$ cat src/rtl/sprite_ctrl_pkg.sv
// Shared register map, bit positions and reset-position helpers for sprite_ctrl.
package sprite_ctrl_pkg;

  localparam logic [2:0] REG_STAGE_X   = 3'd0;
  localparam logic [2:0] REG_STAGE_Y   = 3'd1;
  localparam logic [2:0] REG_VEL_X     = 3'd2;
  localparam logic [2:0] REG_VEL_Y     = 3'd3;
  localparam logic [2:0] REG_CTRL      = 3'd4;
  localparam logic [2:0] REG_STATUS    = 3'd5;
  localparam logic [2:0] REG_FRAME_CNT = 3'd6;

  localparam int unsigned CTRL_EN     = 0;
  localparam int unsigned CTRL_MOTION = 1;
  localparam int unsigned CTRL_BOUNCE = 2;
  localparam int unsigned CTRL_LOAD   = 3;

  localparam int unsigned ST_LEFT   = 0;
  localparam int unsigned ST_RIGHT  = 1;
  localparam int unsigned ST_TOP    = 2;
  localparam int unsigned ST_BOTTOM = 3;

  localparam int H_RES_DEF     = 640;
  localparam int V_RES_DEF     = 480;
  localparam int SPR_DRAWW_DEF = 64;
  localparam int SPR_DRAWH_DEF = 64;

  // Top-left coordinate that centres a sprite of the given draw size.
  function automatic int spr_centre(input int res, input int draw);
    return res / 2 - draw / 2;
  endfunction

  localparam int SPRX_RST_DEF = spr_centre(H_RES_DEF, SPR_DRAWW_DEF);
  localparam int SPRY_RST_DEF = spr_centre(V_RES_DEF, SPR_DRAWH_DEF);

endpackage

$ cat src/rtl/sprite_ctrl_axis_step.sv
// One-axis position step with bounce/wrap at inclusive bounds; purely combinational.
module axis_step
  import sprite_ctrl_pkg::*;
#(
  parameter int CORDW = 16
) (
  input  logic signed [CORDW-1:0] i_pos,
  input  logic signed [CORDW-1:0] i_vel,
  input  logic signed [CORDW-1:0] i_lo,
  input  logic signed [CORDW-1:0] i_hi,
  input  logic                    i_bounce,
  output logic signed [CORDW-1:0] o_pos,
  output logic signed [CORDW-1:0] o_vel,
  output logic                    o_hit_lo,
  output logic                    o_hit_hi
);

  logic signed [CORDW:0] w_next;
  logic signed [CORDW:0] w_lo_ext;
  logic signed [CORDW:0] w_hi_ext;

  // One guard bit so the sum cannot overflow before the bound compare.
  assign w_next   = {i_pos[CORDW-1], i_pos} + {i_vel[CORDW-1], i_vel};
  assign w_lo_ext = {i_lo[CORDW-1], i_lo};
  assign w_hi_ext = {i_hi[CORDW-1], i_hi};

  always_comb begin
    o_pos    = w_next[CORDW-1:0];
    o_vel    = i_vel;
    o_hit_lo = 1'b0;
    o_hit_hi = 1'b0;
    if (w_next > w_hi_ext) begin
      o_hit_hi = 1'b1;
      o_pos    = i_bounce ? i_hi : i_lo;
      if (i_bounce) o_vel = -i_vel;
    end else if (w_next < w_lo_ext) begin
      o_hit_lo = 1'b1;
      o_pos    = i_bounce ? i_lo : i_hi;
      if (i_bounce) o_vel = -i_vel;
    end
  end

endmodule

$ cat src/rtl/sprite_ctrl.sv
// CPU register bank that commits or advances the sprite position once per frame.
module sprite_ctrl
  import sprite_ctrl_pkg::*;
#(
  parameter int CORDW     = 16,
  parameter int H_RES     = H_RES_DEF,
  parameter int V_RES     = V_RES_DEF,
  parameter int SPR_DRAWW = SPR_DRAWW_DEF,
  parameter int SPR_DRAWH = SPR_DRAWH_DEF,
  parameter int MARGIN    = 128
) (
  input  logic                    i_clk,
  input  logic                    i_rst,
  input  logic                    i_frame,
  input  logic                    i_wr_en,
  input  logic [2:0]              i_wr_addr,
  input  logic [CORDW-1:0]        i_wr_data,
  input  logic [2:0]              i_rd_addr,
  output logic [CORDW-1:0]        o_rd_data,
  output logic signed [CORDW-1:0] o_sprx,
  output logic signed [CORDW-1:0] o_spry,
  output logic                    o_spr_en
);

  localparam logic signed [CORDW-1:0] X_LO  = CORDW'(-MARGIN);
  localparam logic signed [CORDW-1:0] X_HI  = CORDW'(H_RES + MARGIN - SPR_DRAWW);
  localparam logic signed [CORDW-1:0] Y_LO  = CORDW'(-MARGIN);
  localparam logic signed [CORDW-1:0] Y_HI  = CORDW'(V_RES + MARGIN - SPR_DRAWH);
  localparam logic signed [CORDW-1:0] X_RST = CORDW'(spr_centre(H_RES, SPR_DRAWW));
  localparam logic signed [CORDW-1:0] Y_RST = CORDW'(spr_centre(V_RES, SPR_DRAWH));

  logic signed [CORDW-1:0] r_stage_x, r_stage_y, r_vel_x, r_vel_y, r_sprx, r_spry;
  logic [3:0]              r_ctrl, r_status;
  logic [15:0]             r_frame_cnt;
  logic [CORDW-1:0]        r_rd_data;
  logic                    r_spr_en;

  logic signed [CORDW-1:0] w_stage_x_nxt, w_stage_y_nxt, w_vel_x_nxt, w_vel_y_nxt;
  logic signed [CORDW-1:0] w_sprx_nxt, w_spry_nxt;
  logic [3:0]              w_ctrl_nxt, w_status_nxt;
  logic [15:0]             w_frame_cnt_nxt;
  logic [CORDW-1:0]        w_rd_nxt;
  logic                    w_spr_en_nxt;

  logic signed [CORDW-1:0] w_x_pos, w_x_vel, w_y_pos, w_y_vel;
  logic                    w_x_hit_lo, w_x_hit_hi, w_y_hit_lo, w_y_hit_hi;

  axis_step #(.CORDW(CORDW)) u_step_x (
    .i_pos    (r_sprx),
    .i_vel    (r_vel_x),
    .i_lo     (X_LO),
    .i_hi     (X_HI),
    .i_bounce (r_ctrl[CTRL_BOUNCE]),
    .o_pos    (w_x_pos),
    .o_vel    (w_x_vel),
    .o_hit_lo (w_x_hit_lo),
    .o_hit_hi (w_x_hit_hi)
  );

  axis_step #(.CORDW(CORDW)) u_step_y (
    .i_pos    (r_spry),
    .i_vel    (r_vel_y),
    .i_lo     (Y_LO),
    .i_hi     (Y_HI),
    .i_bounce (r_ctrl[CTRL_BOUNCE]),
    .o_pos    (w_y_pos),
    .o_vel    (w_y_vel),
    .o_hit_lo (w_y_hit_lo),
    .o_hit_hi (w_y_hit_hi)
  );

  always_comb begin
    w_stage_x_nxt   = r_stage_x;
    w_stage_y_nxt   = r_stage_y;
    w_vel_x_nxt     = r_vel_x;
    w_vel_y_nxt     = r_vel_y;
    w_sprx_nxt      = r_sprx;
    w_spry_nxt      = r_spry;
    w_ctrl_nxt      = r_ctrl;
    w_frame_cnt_nxt = r_frame_cnt;
    w_spr_en_nxt    = r_spr_en;

    case (i_rd_addr)
      REG_STAGE_X:   w_rd_nxt = r_stage_x;
      REG_STAGE_Y:   w_rd_nxt = r_stage_y;
      REG_VEL_X:     w_rd_nxt = r_vel_x;
      REG_VEL_Y:     w_rd_nxt = r_vel_y;
      REG_CTRL:      w_rd_nxt = CORDW'(r_ctrl);
      REG_STATUS:    w_rd_nxt = CORDW'(r_status);
      REG_FRAME_CNT: w_rd_nxt = CORDW'(r_frame_cnt);
      default:       w_rd_nxt = '0;
    endcase

    // Clear-on-read drops the old bits; hits raised this cycle are OR-ed in after.
    w_status_nxt = (i_rd_addr == REG_STATUS) ? 4'h0 : r_status;

    if (i_frame) begin
      w_frame_cnt_nxt = r_frame_cnt + 16'd1;
      w_spr_en_nxt    = r_ctrl[CTRL_EN];
      if (r_ctrl[CTRL_LOAD]) begin
        w_sprx_nxt            = r_stage_x;
        w_spry_nxt            = r_stage_y;
        w_ctrl_nxt[CTRL_LOAD] = 1'b0;
      end else if (r_ctrl[CTRL_MOTION]) begin
        w_sprx_nxt              = w_x_pos;
        w_spry_nxt              = w_y_pos;
        w_vel_x_nxt             = w_x_vel;
        w_vel_y_nxt             = w_y_vel;
        w_status_nxt[ST_LEFT]   = w_status_nxt[ST_LEFT]   | w_x_hit_lo;
        w_status_nxt[ST_RIGHT]  = w_status_nxt[ST_RIGHT]  | w_x_hit_hi;
        w_status_nxt[ST_TOP]    = w_status_nxt[ST_TOP]    | w_y_hit_lo;
        w_status_nxt[ST_BOTTOM] = w_status_nxt[ST_BOTTOM] | w_y_hit_hi;
      end
    end

    // CPU writes land after the frame update so they win on a collision.
    if (i_wr_en) begin
      case (i_wr_addr)
        REG_STAGE_X: w_stage_x_nxt = i_wr_data;
        REG_STAGE_Y: w_stage_y_nxt = i_wr_data;
        REG_VEL_X:   w_vel_x_nxt   = i_wr_data;
        REG_VEL_Y:   w_vel_y_nxt   = i_wr_data;
        REG_CTRL: begin
          w_ctrl_nxt[CTRL_EN]     = i_wr_data[CTRL_EN];
          w_ctrl_nxt[CTRL_MOTION] = i_wr_data[CTRL_MOTION];
          w_ctrl_nxt[CTRL_BOUNCE] = i_wr_data[CTRL_BOUNCE];
          w_ctrl_nxt[CTRL_LOAD]   = w_ctrl_nxt[CTRL_LOAD] | i_wr_data[CTRL_LOAD];
        end
        default: ;
      endcase
    end
  end

  always_ff @(posedge i_clk) begin
    if (i_rst) begin
      r_stage_x   <= X_RST;
      r_stage_y   <= Y_RST;
      r_vel_x     <= CORDW'(4);
      r_vel_y     <= '0;
      r_sprx      <= X_RST;
      r_spry      <= Y_RST;
      r_ctrl      <= 4'h7;
      r_status    <= 4'h0;
      r_frame_cnt <= 16'd0;
      r_rd_data   <= '0;
      r_spr_en    <= 1'b1;
    end else begin
      r_stage_x   <= w_stage_x_nxt;
      r_stage_y   <= w_stage_y_nxt;
      r_vel_x     <= w_vel_x_nxt;
      r_vel_y     <= w_vel_y_nxt;
      r_sprx      <= w_sprx_nxt;
      r_spry      <= w_spry_nxt;
      r_ctrl      <= w_ctrl_nxt;
      r_status    <= w_status_nxt;
      r_frame_cnt <= w_frame_cnt_nxt;
      r_rd_data   <= w_rd_nxt;
      r_spr_en    <= w_spr_en_nxt;
    end
  end

  assign o_rd_data = r_rd_data;
  assign o_sprx    = r_sprx;
  assign o_spry    = r_spry;
  assign o_spr_en  = r_spr_en;

endmodule

$ cat config.mk
export PLATFORM = sky130hd
export DESIGN_NAME = sprite_ctrl
export DESIGN_NICKNAME = d
export VERILOG_FILES = /design/src/rtl/sprite_ctrl_pkg.sv /design/src/rtl/sprite_ctrl_axis_step.sv /design/src/rtl/sprite_ctrl.sv
export SDC_FILE = /design/constraint.sdc
export NUM_CORES = 1
export LEC_CHECK = 0
export CORE_UTILIZATION = 55
export DETAILED_ROUTE_END_ITERATION = 16
export PLACE_DENSITY_LB_ADDON = 0.12
export SYNTH_ARGS = -nofsm -noshare
export SYNTH_HDL_FRONTEND = slang
export SYNTH_HIERARCHICAL = 1
export SYNTH_SLANG_ARGS = --single-unit
$ cat constraint.sdc
create_clock -name i_clk -period 4.2 [get_ports i_clk]
set_input_delay 0.42 -clock i_clk [delete_from_list [all_inputs] [get_ports i_clk]]
set_output_delay 0.42 -clock i_clk [all_outputs]
set_load 0.02 [all_outputs]
== After elaboration in Yosys (flattened, before gate mapping) ==
Index checks and enable logic that the tools add are counted.

* Register bits: 137
* Word-level logic and storage cells: 85
* Input port bits: 26

* Reduce and logical (&&, ||, !) cells: 7
* Bitwise logic cells: 5
* Eq/ne operators: 10
* Magnitude comparators: 4
* Muxes and demuxes: 42
* $add $sub $neg: 5

{| class="wikitable"
|+ Operators by type and width
! operator !! count
|-
| 16-bit two-way mux || 28
|-
| 16-bit one-hot mux with 7 select lines || 1
|-
| 16-bit by 16-bit adder with 17-bit output || 2
|-
| 17-bit by 11-bit > comparator with 1-bit output (second input constant) || 2
|-
| 17-bit by 8-bit < comparator with 1-bit output (second input constant) || 2
|-
| 16-bit negator || 2
|-
| 4-bit two-way mux || 6
|-
| 16-bit by 1-bit adder with 16-bit output (second input constant) || 1
|-
| 3-bit by 2-bit equality test with 1-bit output (second input constant) || 4
|-
| 3-bit equality test (second input constant) || 4
|-
| 2-bit AND reduction || 4
|-
| 1-bit two-way mux || 7
|-
| 3-bit by 1-bit equality test with 1-bit output (second input constant) || 2
|-
| 3-bit zero test || 2
|-
| 1-bit OR || 5
|-
| 2-bit nonzero test || 1
|}

== Logic depth before layout (Yosys ltp) ==
* Word-level depth: 9
* Mapped depth: 22

== Hierarchy ==
The synthesis kept the hierarchy.

{| class="wikitable"
|+ Modules (own cells, without submodules)
! module !! times used !! area an instance (um2) !! cells an instance
|-
| sprite_ctrl || 1 || 6,163.4 || 715
|-
| axis_step || 2 || 2,248.4 || 322
|}

== Least setup slack after synthesis ==
Ideal clock, no wire load.

* Path kind: register to register
* Start: register r_sprx[0] (netlist: o_sprx[0])
* End: register r_sprx[8] (netlist: o_sprx[8])
* Data arrival time: 4,342 ps
* Setup time: 120 ps
* Setup slack: -261 ps
* Stages on the path, launching flop included: 22
* Required time: 4,080 ps
* Path through: dfxtp_1 -> ha_1 -> inv_1 -> fa_1 -> nor2b_1 -> o31a_1 -> o22a_1 -> a221o_1 -> a31oi_2 -> xnor2_1 -> inv_1 -> ha_1 -> and3_1 -> nand2_1 -> o41ai_1 -> o21ai_1 -> and2_4 -> mux2_2 -> a221o_1 -> mux2i_1 -> nor2_1 -> a211o_1

* Longest elaborated chain between the ends: 6
* Elaborated cells between the ends (all ways): 7

{| class="wikitable"
|+ RTL lines
! item !! line !! RTL
|-
| start: declaration || sprite_ctrl.sv:32 || <nowiki>logic signed [CORDW-1:0] r_stage_x, r_stage_y, r_vel_x, r_vel_y, r_sprx, r_spry;</nowiki>
|-
| start signal: assignment || sprite_ctrl.sv:152 || <nowiki>r_sprx <= w_sprx_nxt;</nowiki>
|-
| 16-bit by 16-bit adder with 17-bit output (*) || sprite_ctrl_axis_step.sv:23 || <nowiki>assign w_next = {i_pos[CORDW-1], i_pos} + {i_vel[CORDW-1], i_vel};</nowiki>
|-
| 17-bit by 8-bit < comparator with 1-bit output || sprite_ctrl_axis_step.sv:36 || <nowiki>end else if (w_next < w_lo_ext) begin</nowiki>
|-
| 16-bit two-way mux || sprite_ctrl_axis_step.sv:36 ||
|-
| 16-bit two-way mux (*) || sprite_ctrl_axis_step.sv:32 || <nowiki>if (w_next > w_hi_ext) begin</nowiki>
|-
| net w_x_pos[8] || sprite_ctrl.sv:45 || <nowiki>logic signed [CORDW-1:0] w_x_pos, w_x_vel, w_y_pos, w_y_vel;</nowiki>
|-
| 16-bit two-way mux (*) || sprite_ctrl.sv:104 || <nowiki>end else if (r_ctrl[CTRL_MOTION]) begin</nowiki>
|-
| 16-bit two-way mux (*) || sprite_ctrl.sv:100 || <nowiki>if (r_ctrl[CTRL_LOAD]) begin</nowiki>
|}

Mark *: on every way through the listed nets, which the timed path passes. The rest lies on a longest branch. The select of a mux whose other input is x is not followed.
A chain may end at the register's enable or synchronous reset.

== Final worst setup path ==
* Start: register r_spry[0] (netlist: o_spry[0])
* End: register r_spry[3] (netlist: o_spry[3])

* Longest elaborated chain between the ends: 6
* Elaborated cells between the ends (all ways): 7

{| class="wikitable"
|+ RTL lines
! item !! line !! RTL
|-
| start: declaration || sprite_ctrl.sv:32 ||
|-
| start signal: assignment || sprite_ctrl.sv:153 || <nowiki>r_spry <= w_spry_nxt;</nowiki>
|-
| 16-bit by 16-bit adder with 17-bit output (*) || sprite_ctrl_axis_step.sv:23 ||
|-
| 17-bit by 8-bit < comparator with 1-bit output || sprite_ctrl_axis_step.sv:36 ||
|-
| 16-bit two-way mux || sprite_ctrl_axis_step.sv:36 ||
|-
| 16-bit two-way mux (*) || sprite_ctrl_axis_step.sv:32 ||
|-
| net w_y_pos[3] || sprite_ctrl.sv:45 ||
|-
| 16-bit two-way mux (*) || sprite_ctrl.sv:104 ||
|-
| 16-bit two-way mux (*) || sprite_ctrl.sv:100 ||
|}

Marks and branches as above.

==> qor.yml <==
worst_hold_path:
  hold_path_class: "reg -> reg"
power:
  finalPower_w: 0.0145
  max-vdd-ir-drop_mv: 0.922
  power_density_nw_per_um2: 980
  p_leak_nw: 6.75
routing:
  wl_per_cell_um: 18.6
  wirelength_mm: 36.5
  dr.pass1.iters: 6
  dr_total_vias: 11500
  ant_nets: 0
  viasPerCell: 5.88
  drc: 0
  drtIter0Drc: 1350
global_route:
  grt_overflow_total: 0
  grt_max_degree: 69
  track_usage: 0.359
  antenna_found_initial: 0
  grt_pass1_vias: 10800
  grt_pass1_wl_mm: 56.2
die:
  initial_core_util: 0.566
  rows: 50
  die_area_sq_um: 19900
  die_x_um: 141
  fp.dieH_um: 141
  ioPinCount: 75
  core_area_sq_um: 18800
worst_setup_path:
  critPathLaunchType: "register"
  crit_type: "reg -> reg"
  required_ns: 4.53
  crit_fanout: 7
  crit_arrival_ns: 5.02
  end_kind: "register"
yosys:
  synth_seq_cells: 137
  synth-seq-area-share: 0.257
  yosys_most_used_dff: "dfxtp_1"
  avgSynthCellArea_sq_um: 7.84
  synth_area_sq_um: 10700
  ys_warn_count: 6
  synthArstFlopShare: 0
  synth-edff-count: 0
  yosysUniqueCellTypes: 73
  syn_inst: 1359
layout:
  insertedDiodeCount: 0
  syn2layout_area_growth_pct: 38.5
  n_fill_cell: 1324
  final_core_util: 0.784
  num-nets-final: 1821
  stdcell_area_sq_um: 14800
  finalNonFillerCells: 1964
  drive_above_1_share: 0.223
placement:
  dp.cells: 1889
  port-buffer-count: 74
  placed_area_sq_um: 13200
  hpwl_mm: 25.9
  place.gp.congestion: 0.952
sta:
  fin_ws_ns: -0.493
  worst_pin_slew_ns: 1.37
  setup_violations: 62
  max-slew-margin-rel: 0.0873
  period_share: 1.12
  final-hold-violation-count: 0
  hold_ws_ns: 0.500
  slew_viol_final: 0
  rsz0062_at_grt: "true"
  period_needed_ns: 4.69
  fmax_mhz: 213
  final.setup_skew_ns: 0.0183
cts:
  clk_pin_slew_worst_paths_ns: 0.06
  clk_latency_ns: 0.44
  cts-root-buf: "clkbuf_16"
  htreeDepth: 4
  clk_path_buf_depth: 2
  cts_tree: "built"
  clock_sinks: 137
  hold_buffers: 0
  numCtsBuffers: 17
run:
  drv_cap: 0
run_status:
  status: "finished, violations left"
  violations: "negative setup slack"
==> metal layers <==
layer	GRT usage	wire (um)	up-vias
met5	0	0	-
met3	0.0571	2530	154
met1	0.430	14400	5391
met4	0.201	2050	0
li1	-	-	5443
met2	0.612	17500	556
==> cell usage in the layout, fill, tap and decap left out, types with 18 or more instances in the layout <==
cell and count:
a211oi_1 31, a21o_1 19, a21oi_1 75, a221o_1 20, a2bb2oi_1 22, buf_4 196, clkbuf_16 18, clkdlybuf4s50_1 73
conb_1 102, dfxtp_1 130, ha_1 92, inv_1 101, mux2i_1 55, nand2_1 176, nand4_1 20, nor2_1 134
o21ai_0 26, xor2_1 43
==> report_power, final <==
group	total, W	internal, W	switching, W	leakage, nW
Combinational	0.0112	0.00574	0.00544	5.34
Sequential	0.00182	0.00158	0.000237	1.13
Clock	0.00147	0.000868	0.000606	0.282
==> worst max-delay path: stages, from the launching register on <==
cell and delay [ns]:
dfxtp_4 0.35, ha_4 0.16, inv_2 0.05, fa_2 0.20, nor2b_2 0.05, o31a_1 0.26, o22a_1 0.26, a221o_1 0.44
a31oi_2 0.25, xnor2_2 0.13, ha_1 0.34, and4_4 0.24, nand2_4 0.05, buf_4 0.12, buf_4 0.12, o21ai_2 0.16
buf_6 0.14, a21boi_4 0.05, buf_12 0.14, buf_6 0.12, buf_4 0.13, a222oi_1 0.48, mux2i_1 0.13, a211oi_1 0.21
==> cells in the mapped netlist, drive strengths merged, types with 8 or more instances <==
master / count / area [sq um]
a22o: 14 / 123
and2: 21 / 136
dfxtp: 137 / 2740
nand2: 179 / 672
a21o: 19 / 143
clkbuf: 34 / 128
a211o: 9 / 78.8
nor2b: 19 / 119
mux2i: 55 / 551
a311oi: 31 / 272
buf: 43 / 226
nor3: 28 / 155
nor2: 141 / 529
nand3b: 8 / 60.1
o21ai: 36 / 184
nand2b: 8 / 50.1
xor2: 44 / 385
xnor2: 16 / 140
a2bb2oi: 22 / 193
a222oi: 10 / 100
a221o: 20 / 200
mux2: 8 / 90.1
a21oi: 77 / 385
ha: 101 / 1260
nand4: 21 / 138
inv: 105 / 394
nand3: 19 / 95.1
a211oi: 38 / 285
==> final timing paths <==
check / startpoint / endpoint / slack [ns] / cells past startpoint
max reg2reg: o_spry[0] / o_spry[3] / -0.49 / 23
max: o_spry[0] / o_spry[3] / -0.49 / 23
min reg2reg: r_stage_y[8] / r_stage_y[8] / 0.50 / 2
min: r_stage_y[8] / r_stage_y[8] / 0.50 / 2
==> repair_timing <==
item | CTS | global route
pin swaps | 77 | 34
cloned | 3 | 1
setup endpoints to repair | 62 | 62
buffers inserted | 30 | 13
gates resized for setup | 104 | 36
==> state kept, by name, summed over array words and instances, names as in the netlist, 16 cells and up <==
signal,flops
o_spry,16
r_stage_x,16
r_frame_cnt,16
r_vel_y,16
r_vel_x,16
r_stage_y,16
o_sprx,16
o_rd_data,16
==> layout make-up <==
| cell class | count | area (sq um) | share of cell area |
|---|---|---|---|
| clock inverter | 11 | 111 | 0.00754 |
| timing repair buffer | 291 | 2490 | 0.169 |
| sequential | 137 | 2760 | 0.187 |
| multi-input combinational | 1140 | 8220 | 0.557 |
| inverter | 105 | 394 | 0.0267 |
| tap | 260 | 325 | 0.0220 |
| clock buffer | 20 | 467 | 0.0316 |
==> metrics by stage <==
stage	TNS [ns]	setup slack, ns
after floorplan	-1.08	-0.0962
after global placement	-17.95	-0.378
after detailed placement	-23.04	-0.535
after CTS	-13.30	-0.311
after global routing	-31.21	-0.656
final	-21.95	-0.493
==> logic make-up (layout without fill, tap and decap cells) <==
kind of cell,Yosys count,after routing,share of synthesized area
buffers and inverters,182,427,0.0702
other,2,102,0.000704
flip-flops,137,137,0.257
XOR/XNOR,60,60,0.0493
adder cells (fa/ha/maj),103,103,0.122
multiplexers,65,65,0.0643
AO/OA/AOI/OAI,333,333,0.228
AND/OR/NAND/NOR,477,477,0.208
Power figures use the tool's default switching activity.
